===== src/rtl/regfile_lfsr_gen.sv =====
// rtl/regfile_lfsr_gen.sv - register file with integrated Fibonacci LFSR and bulk-clear sequencer
//
// Purpose:
//   2**A x W general register file with two combinational read ports and one
//   synchronous write port. It also holds an L-bit Fibonacci LFSR whose seed
//   and tap mask are loaded through the same write port. A two-state
//   sequencer zeroes the array one entry per cycle when Clear is pulsed.
//
// Optional feature:
//   REGFILE_BYPASS_EN - when defined, an accepted register write is forwarded
//   combinationally to any register read (Sel=0) of the same address.
//
// Ports:
//   Clk                 clock, rising edge
//   Reset_n             asynchronous active-low reset
//   RegWrite            write enable
//   RegDest[1:0]        00 register, 01 LFSR seed, 10 tap mask, 11 none
//   Waddr[A-1:0]        register write address
//   DataIn[W-1:0]       write data
//   RaddrA/RaddrB       read addresses
//   SelA/SelB           1 selects the zero-extended LFSR state
//   NextLFSR            advance the LFSR one step
//   Clear               start a bulk clear of the array
//   Busy                clear sequence in progress
//   DataOutA/DataOutB   combinational read data
//   LfsrState[L-1:0]    current LFSR state

module regfile_lfsr_gen #(
  parameter int               W           = 8,
  parameter int               A           = 3,
  parameter int               L           = 7,
  parameter logic [L-1:0]     TAP_DEFAULT = 7'h60
) (
  input  logic         Clk,
  input  logic         Reset_n,
  input  logic         RegWrite,
  input  logic [1:0]   RegDest,
  input  logic [A-1:0] Waddr,
  input  logic [W-1:0] DataIn,
  input  logic [A-1:0] RaddrA,
  input  logic [A-1:0] RaddrB,
  input  logic         SelA,
  input  logic         SelB,
  input  logic         NextLFSR,
  input  logic         Clear,
  output logic         Busy,
  output logic [W-1:0] DataOutA,
  output logic [W-1:0] DataOutB,
  output logic [L-1:0] LfsrState
);

  localparam int           DEPTH    = 2 ** A;
  localparam logic [A-1:0] LAST_IDX = A'(DEPTH - 1);

  typedef enum logic {
    S_IDLE  = 1'b0,
    S_CLEAR = 1'b1
  } state_t;

  state_t         state_q, state_d;
  logic [A-1:0]   idx_q, idx_d;
  logic           clr_we;

  logic [W-1:0]   regs_q [DEPTH];
  logic [L-1:0]   lfsr_q, lfsr_d;
  logic [L-1:0]   taps_q;
  logic [L-1:0]   lfsr_step;
  logic [W-1:0]   lfsr_ext;

  logic           reg_we, seed_we, tap_we;

  assign Busy    = (state_q == S_CLEAR);
  assign reg_we  = RegWrite && (RegDest == 2'b00) && !Busy;
  assign seed_we = RegWrite && (RegDest == 2'b01);
  assign tap_we  = RegWrite && (RegDest == 2'b10);

  // Clear sequencer
  always_ff @(posedge Clk or negedge Reset_n) begin
    if (!Reset_n) begin
      state_q <= S_IDLE;
      idx_q   <= '0;
    end else begin
      state_q <= state_d;
      idx_q   <= idx_d;
    end
  end

  always_comb begin
    state_d = state_q;
    idx_d   = idx_q;
    clr_we  = 1'b0;
    case (state_q)
      S_IDLE: begin
        if (Clear) begin
          state_d = S_CLEAR;
          idx_d   = '0;
        end
      end
      S_CLEAR: begin
        // Clear is ignored here so a second pulse cannot restart the sweep.
        clr_we = 1'b1;
        idx_d  = idx_q + 1'b1;
        if (idx_q == LAST_IDX) begin
          state_d = S_IDLE;
        end
      end
      default: begin
        state_d = S_IDLE;
      end
    endcase
  end

  // Register array; sweep writes and port writes are exclusive via Busy.
  always_ff @(posedge Clk or negedge Reset_n) begin
    if (!Reset_n) begin
      for (int i = 0; i < DEPTH; i++) begin
        regs_q[i] <= '0;
      end
    end else if (clr_we) begin
      regs_q[idx_q] <= '0;
    end else if (reg_we) begin
      regs_q[Waddr] <= DataIn;
    end
  end

  // LFSR: seed beats step; step always uses the taps held before this edge.
  assign lfsr_step = {lfsr_q[L-2:0], ^(lfsr_q & taps_q)};

  always_comb begin
    lfsr_d = lfsr_q;
    if (seed_we) begin
      lfsr_d = DataIn[L-1:0];
    end else if (NextLFSR) begin
      lfsr_d = lfsr_step;
    end
    // All-zero is the lock-up state of an XOR LFSR; never let it in.
    if (lfsr_d == '0) begin
      lfsr_d = L'(1);
    end
  end

  always_ff @(posedge Clk or negedge Reset_n) begin
    if (!Reset_n) begin
      lfsr_q <= L'(1);
      taps_q <= TAP_DEFAULT;
    end else begin
      lfsr_q <= lfsr_d;
      if (tap_we) begin
        taps_q <= DataIn[L-1:0];
      end
    end
  end

  assign LfsrState = lfsr_q;
  assign lfsr_ext  = W'(lfsr_q);

  // Read ports
  always_comb begin
    DataOutA = regs_q[RaddrA];
`ifdef REGFILE_BYPASS_EN
    if (reg_we && (RaddrA == Waddr)) begin
      DataOutA = DataIn;
    end
`endif
    if (SelA) begin
      DataOutA = lfsr_ext;
    end
  end

  always_comb begin
    DataOutB = regs_q[RaddrB];
`ifdef REGFILE_BYPASS_EN
    if (reg_we && (RaddrB == Waddr)) begin
      DataOutB = DataIn;
    end
`endif
    if (SelB) begin
      DataOutB = lfsr_ext;
    end
  end

endmodule


===== config.mk =====
export PLATFORM = sky130hd
export DESIGN_NAME = regfile_lfsr_gen
export DESIGN_NICKNAME = d
export VERILOG_FILES = /design/src/rtl/regfile_lfsr_gen.sv
export SDC_FILE = /design/constraint.sdc
export NUM_CORES = 1
export LEC_CHECK = 0
export ABC_AREA = 1
export CAP_MARGIN = 20
export CORE_ASPECT_RATIO = 1.2
export CORE_MARGIN = 8
export CORE_UTILIZATION = 57
export CTS_CLUSTER_SIZE = 30
export DETAILED_ROUTE_END_ITERATION = 8
export PLACE_DENSITY = 0.8
export SYNTH_ARGS = -nofsm -noshare
export SYNTH_HDL_FRONTEND = slang
export SYNTH_SLANG_ARGS = --single-unit

===== constraint.sdc =====
create_clock -name Clk -period 1.94 [get_ports Clk]
set_clock_uncertainty 0.2 [all_clocks]
set_input_delay 0.388 -clock Clk [delete_from_list [all_inputs] [get_ports Clk]]
set_output_delay 0.388 -clock Clk [all_outputs]
set_load 0.005 [all_outputs]

==> summary.md, run 1 <==
| Metric | Value |
|---|---|
| Status | `finished, violations left` |
| Failing checks | `setup timing` |
| Crit-path max FO | `3` |
| Count leader, synth | `o21ai_0` |
| CTS tree | `yes` |
| CP max stage delay | `around 0.38 ns` |
| Antenna violations before repair | `0` |
| First-pass GRT wire length | `between 20,000 and 30,000 um` |
| Die area | `0.0113 sq mm` |
| Post-synth top area cell | `dfrtp_1` |
| Seq. cell area | `just over 0.002 sq mm` |
| H-tree Lvls | `3` |
| Vias post-DR | `between 5k and 6k` |
| R2r setup slk | `~0.070 ns` |
| DPL Wire Length | `around 11,000 um` |
| Grt ovf | `0` |
| Synth top area share | `42.4%` |
| Comb power frac | `just under 40%` |
| Initial Util | `about three fifths` |
| Post-layout nets | `762` |
| Worst-margin pin slew | `between 0.8 and 0.9 ns` |
| Internal | `approximately 3.7 mW` |
| Peak VDD IR | `1.06 mV` |
| Layout cell share with drive strength beyond 1 | `36.1%` |
| RSZ-0062 raised after global routing | `yes` |
| CP Capture Type | `primary output` |
| Max_cap viols | `0` |
| CTS clk-pin slew, worst paths | `about 0.080 ns` |
| Startpoint Class | `flip-flop` |
| Sw power | `2.10 mW` |
| Std-Cell Rows | `36` |
| Final core utilization | `81.6%` |
| Syn Inst Count | `between 500 and 600` |
| EDFF count, synth | `0` |
| Clk_lat worst skew | `approximately 0.36 ns` |
| Core outline area | `~0.008 sq mm` |
| Worst Path Required | `1.35 ns` |
| Setup WS post-layout | `-0.129 ns` |
| Crit-path cells | `inv_2 > a21oi_2 > o21ai_1 > nand3_1 > nand3_2 > o21ai_2 > buf_2` |
| Gr usage total | `between 30% and 40%` |
| Synth warn | `0` |
| Largest net degree at the start of global routing | `30` |
| Vias in the first global route | `roughly 5.2k` |
| Worst EP arrival | `about 1.5 ns` |
| Switching part of the total power | `a little over a third` |
| Unique cell type count in the Yosys netlist | `25` |
| Post-Syn Area | `around 0.0047 sq mm` |
| Clock network power share | `between 20% and 30%` |
| Worst slew margin | `a little under half` |
| Tcrit/Tclk final | `107%` |
| Crit path time final | `~2.1 ns` |
| Clock Path Buffers | `2` |
| Setup violators final | `12` |
| Drt first pass iters | `7` |
| I/O pin total | `50` |
| Yosys reg bits | `roughly 80` |
| Fraction of registers with async set/reset | `100%` |
| Synth Flop Type | `dfrtp_1` |
| Routed len/inst | `20.7 um` |
| Vias per std cell | `6.37` |
| Mean Syn Cell Area | `slightly below 8 sq um` |
| Fmax | `just under 500 MHz` |
| Worst reg2reg path depth | `3` |
| Slew Limit Fails | `0` |
| FF-to-FF Start | `idx_q[2]` |
| Kind of critical path | `flip-flop to primary output` |
| Global placer's final weighted congestion | `~1` |
| Antenna Violating Nets Remaining | `0` |
| Flop pwr share | `36.3%` |
| DRC viols | `0` |
| Worst Hold Class | `input pin to async pin` |
| Hold Violations, Final | `0` |
| Layout area overhead | `40.4%` |
| Seq/Total Area, Yosys | `44.1%` |
| PwrDens | `between 800 and 900 mW/mm^2` |
| Setup slack at placement | `-0.901 ns` |
| CP max-delay cell | `dfrtp_1` |
| WL final | `17,300 um` |
| Footprint of the multi-input gates | `approximately 0.0023 sq mm` |
| Total clock sinks | `82` |
| DR iter-0 viols | `approximately 780` |
| Syn nets | `620` |
| Worst reg2reg path endpoint | `regs_q[9]` |
| Lkg Pwr | `slightly below 3 nW` |
| Die width | `about 100 um` |
| FILL cells | `520` |
| IO Port Bufs | `49` |
| Die H | `roughly 120 um` |
| Top post-synthesis cells by area | `dfrtp_1, o21ai_0, o22ai_1` |
| CTS Buf Count | `9` |
| Critical Path Start | `regs_q[10]` |
| Diodes inserted | `0` |
| Root Buffer | `clkbuf_8` |
| Post-synth top cells | `o21ai_0, inv_1, dfrtp_1` |
state kept, by name, indices dropped and copies added, names as in the netlist:
register / count
Busy: 1
LfsrState: 7
idx_q: 3
regs_q: 64
taps_q: 7
per-layer routing:
layer	up-vias	global-route usage, %	wire [um]
met2	385	49.2	8020
met1	2461	35.6	6380
met5	-	0	0
li1	2359	-	-
met3	109	7.33	1810
met4	0	18.3	1070
worst max-delay path, delay by kind of cell (launching register included):
kind,cells,cell delay [ns]
AOI/OAI and AO/OA,3,0.22
buffers and inverters,2,0.21
DFF,1,0.38
and+or+nand+nor,2,0.30
stage by stage:
| stage | power [mW] | TNS (ns) | instance area, sq um | std cells | hold WS, ns |
|---|---|---|---|---|---|
| final | 5.76 | -0.727 | 6550 | 834 | 0.262 |
| after global routing | 6.02 | -1.87 | 6550 | 834 | 0.300 |
| after CTS | 5.54 | -0.503 | 6260 | 822 | 0.261 |
| after detailed placement | 4.09 | -21.47 | 5840 | 788 | 0.113 |
| after global placement | 4.02 | -20.08 | 5840 | 788 | 0.111 |
| after floorplan | 3.15 | 0 | 4660 | 592 | -0.108 |
worst max-delay path by stage:
stage               slack (ns)  cells after the start          end
finish                   -0.13                      7  DataOutA[2]
global route             -0.19                      7  DataOutA[3]
CTS                      -0.10                      7  DataOutB[7]
detailed placement       -0.90                      9  DataOutB[3]
global placement         -0.87                      9  DataOutA[0]
floorplan                 0.11                      8  DataOutB[7]
power by group through the flow:
stage	Clock (mW)	Combinational (mW)	Sequential, mW
after floorplan	0	1.07	2.08
after global placement	0	1.92	2.10
after detailed placement	0	1.98	2.11
after CTS	1.40	2.06	2.08
after global routing	1.47	2.44	2.11
final	1.39	2.27	2.09
area by class of cell:
class	instances	area share (%)
inverters	98	5.96
flip-flops and latches	82	31.4
clock buffers	11	2.16
multi-input cells	383	35.8
repair buffers	160	21.6
clock inverters	5	1.19
well taps	95	1.82
layout by cell type (no fill, tap or decap), drive strengths merged:
cell,n
buf,129
o21ai,104
inv,89
dfrtp,79
nand3,71
a21oi,66
nand2,56
o22ai,56
clkdlybuf4s50,20
nor2,13
clkbuf,12
clkinv,9
dlygate4sd2,7
o211ai,6
o41ai,5
dfstp,3
clkinvlp,3
nand4,2
ha,2
bufinv,2
a31oi,2
bufbuf,1
dlygate4sd3,1
dlymetal6s2s,1
cell families (layout without fill, tap and decap cells):
kind of cell	after synthesis	after routing	share of synthesized area, %
AO/OA/AOI/OAI	239	239	30.0
AND/OR/NAND/NOR	142	142	14.3
buffers and inverters	127	274	11.0
flip-flops	82	82	44.1
adder cells (fa/ha/maj)	2	2	0.537
timing repair:
item | 4_1_cts | 5_1_grt
endpoints found under the setup margin | 20 | 30
pin swaps | 21 | 31
buffers inserted | 14 | 11
endpoints found under the hold margin | 20 | 0
gates cloned | 3 | 1
hold buffers | 1 | 0
gates resized for setup | 192 | 68
Power figures use the tool's default switching activity.
==> run 2, diff against run 1 <==
- CAP_MARGIN: 20 -> not set
==> results of run 2 <==
No change in the layout: final DEF, timing and power equal those of run 1.
==> run 3, diff against run 2 <==
- HOLD_SLACK_MARGIN: not set -> 0.05
==> results of run 3 <==
No change in the layout: final DEF, timing and power equal those of run 1.
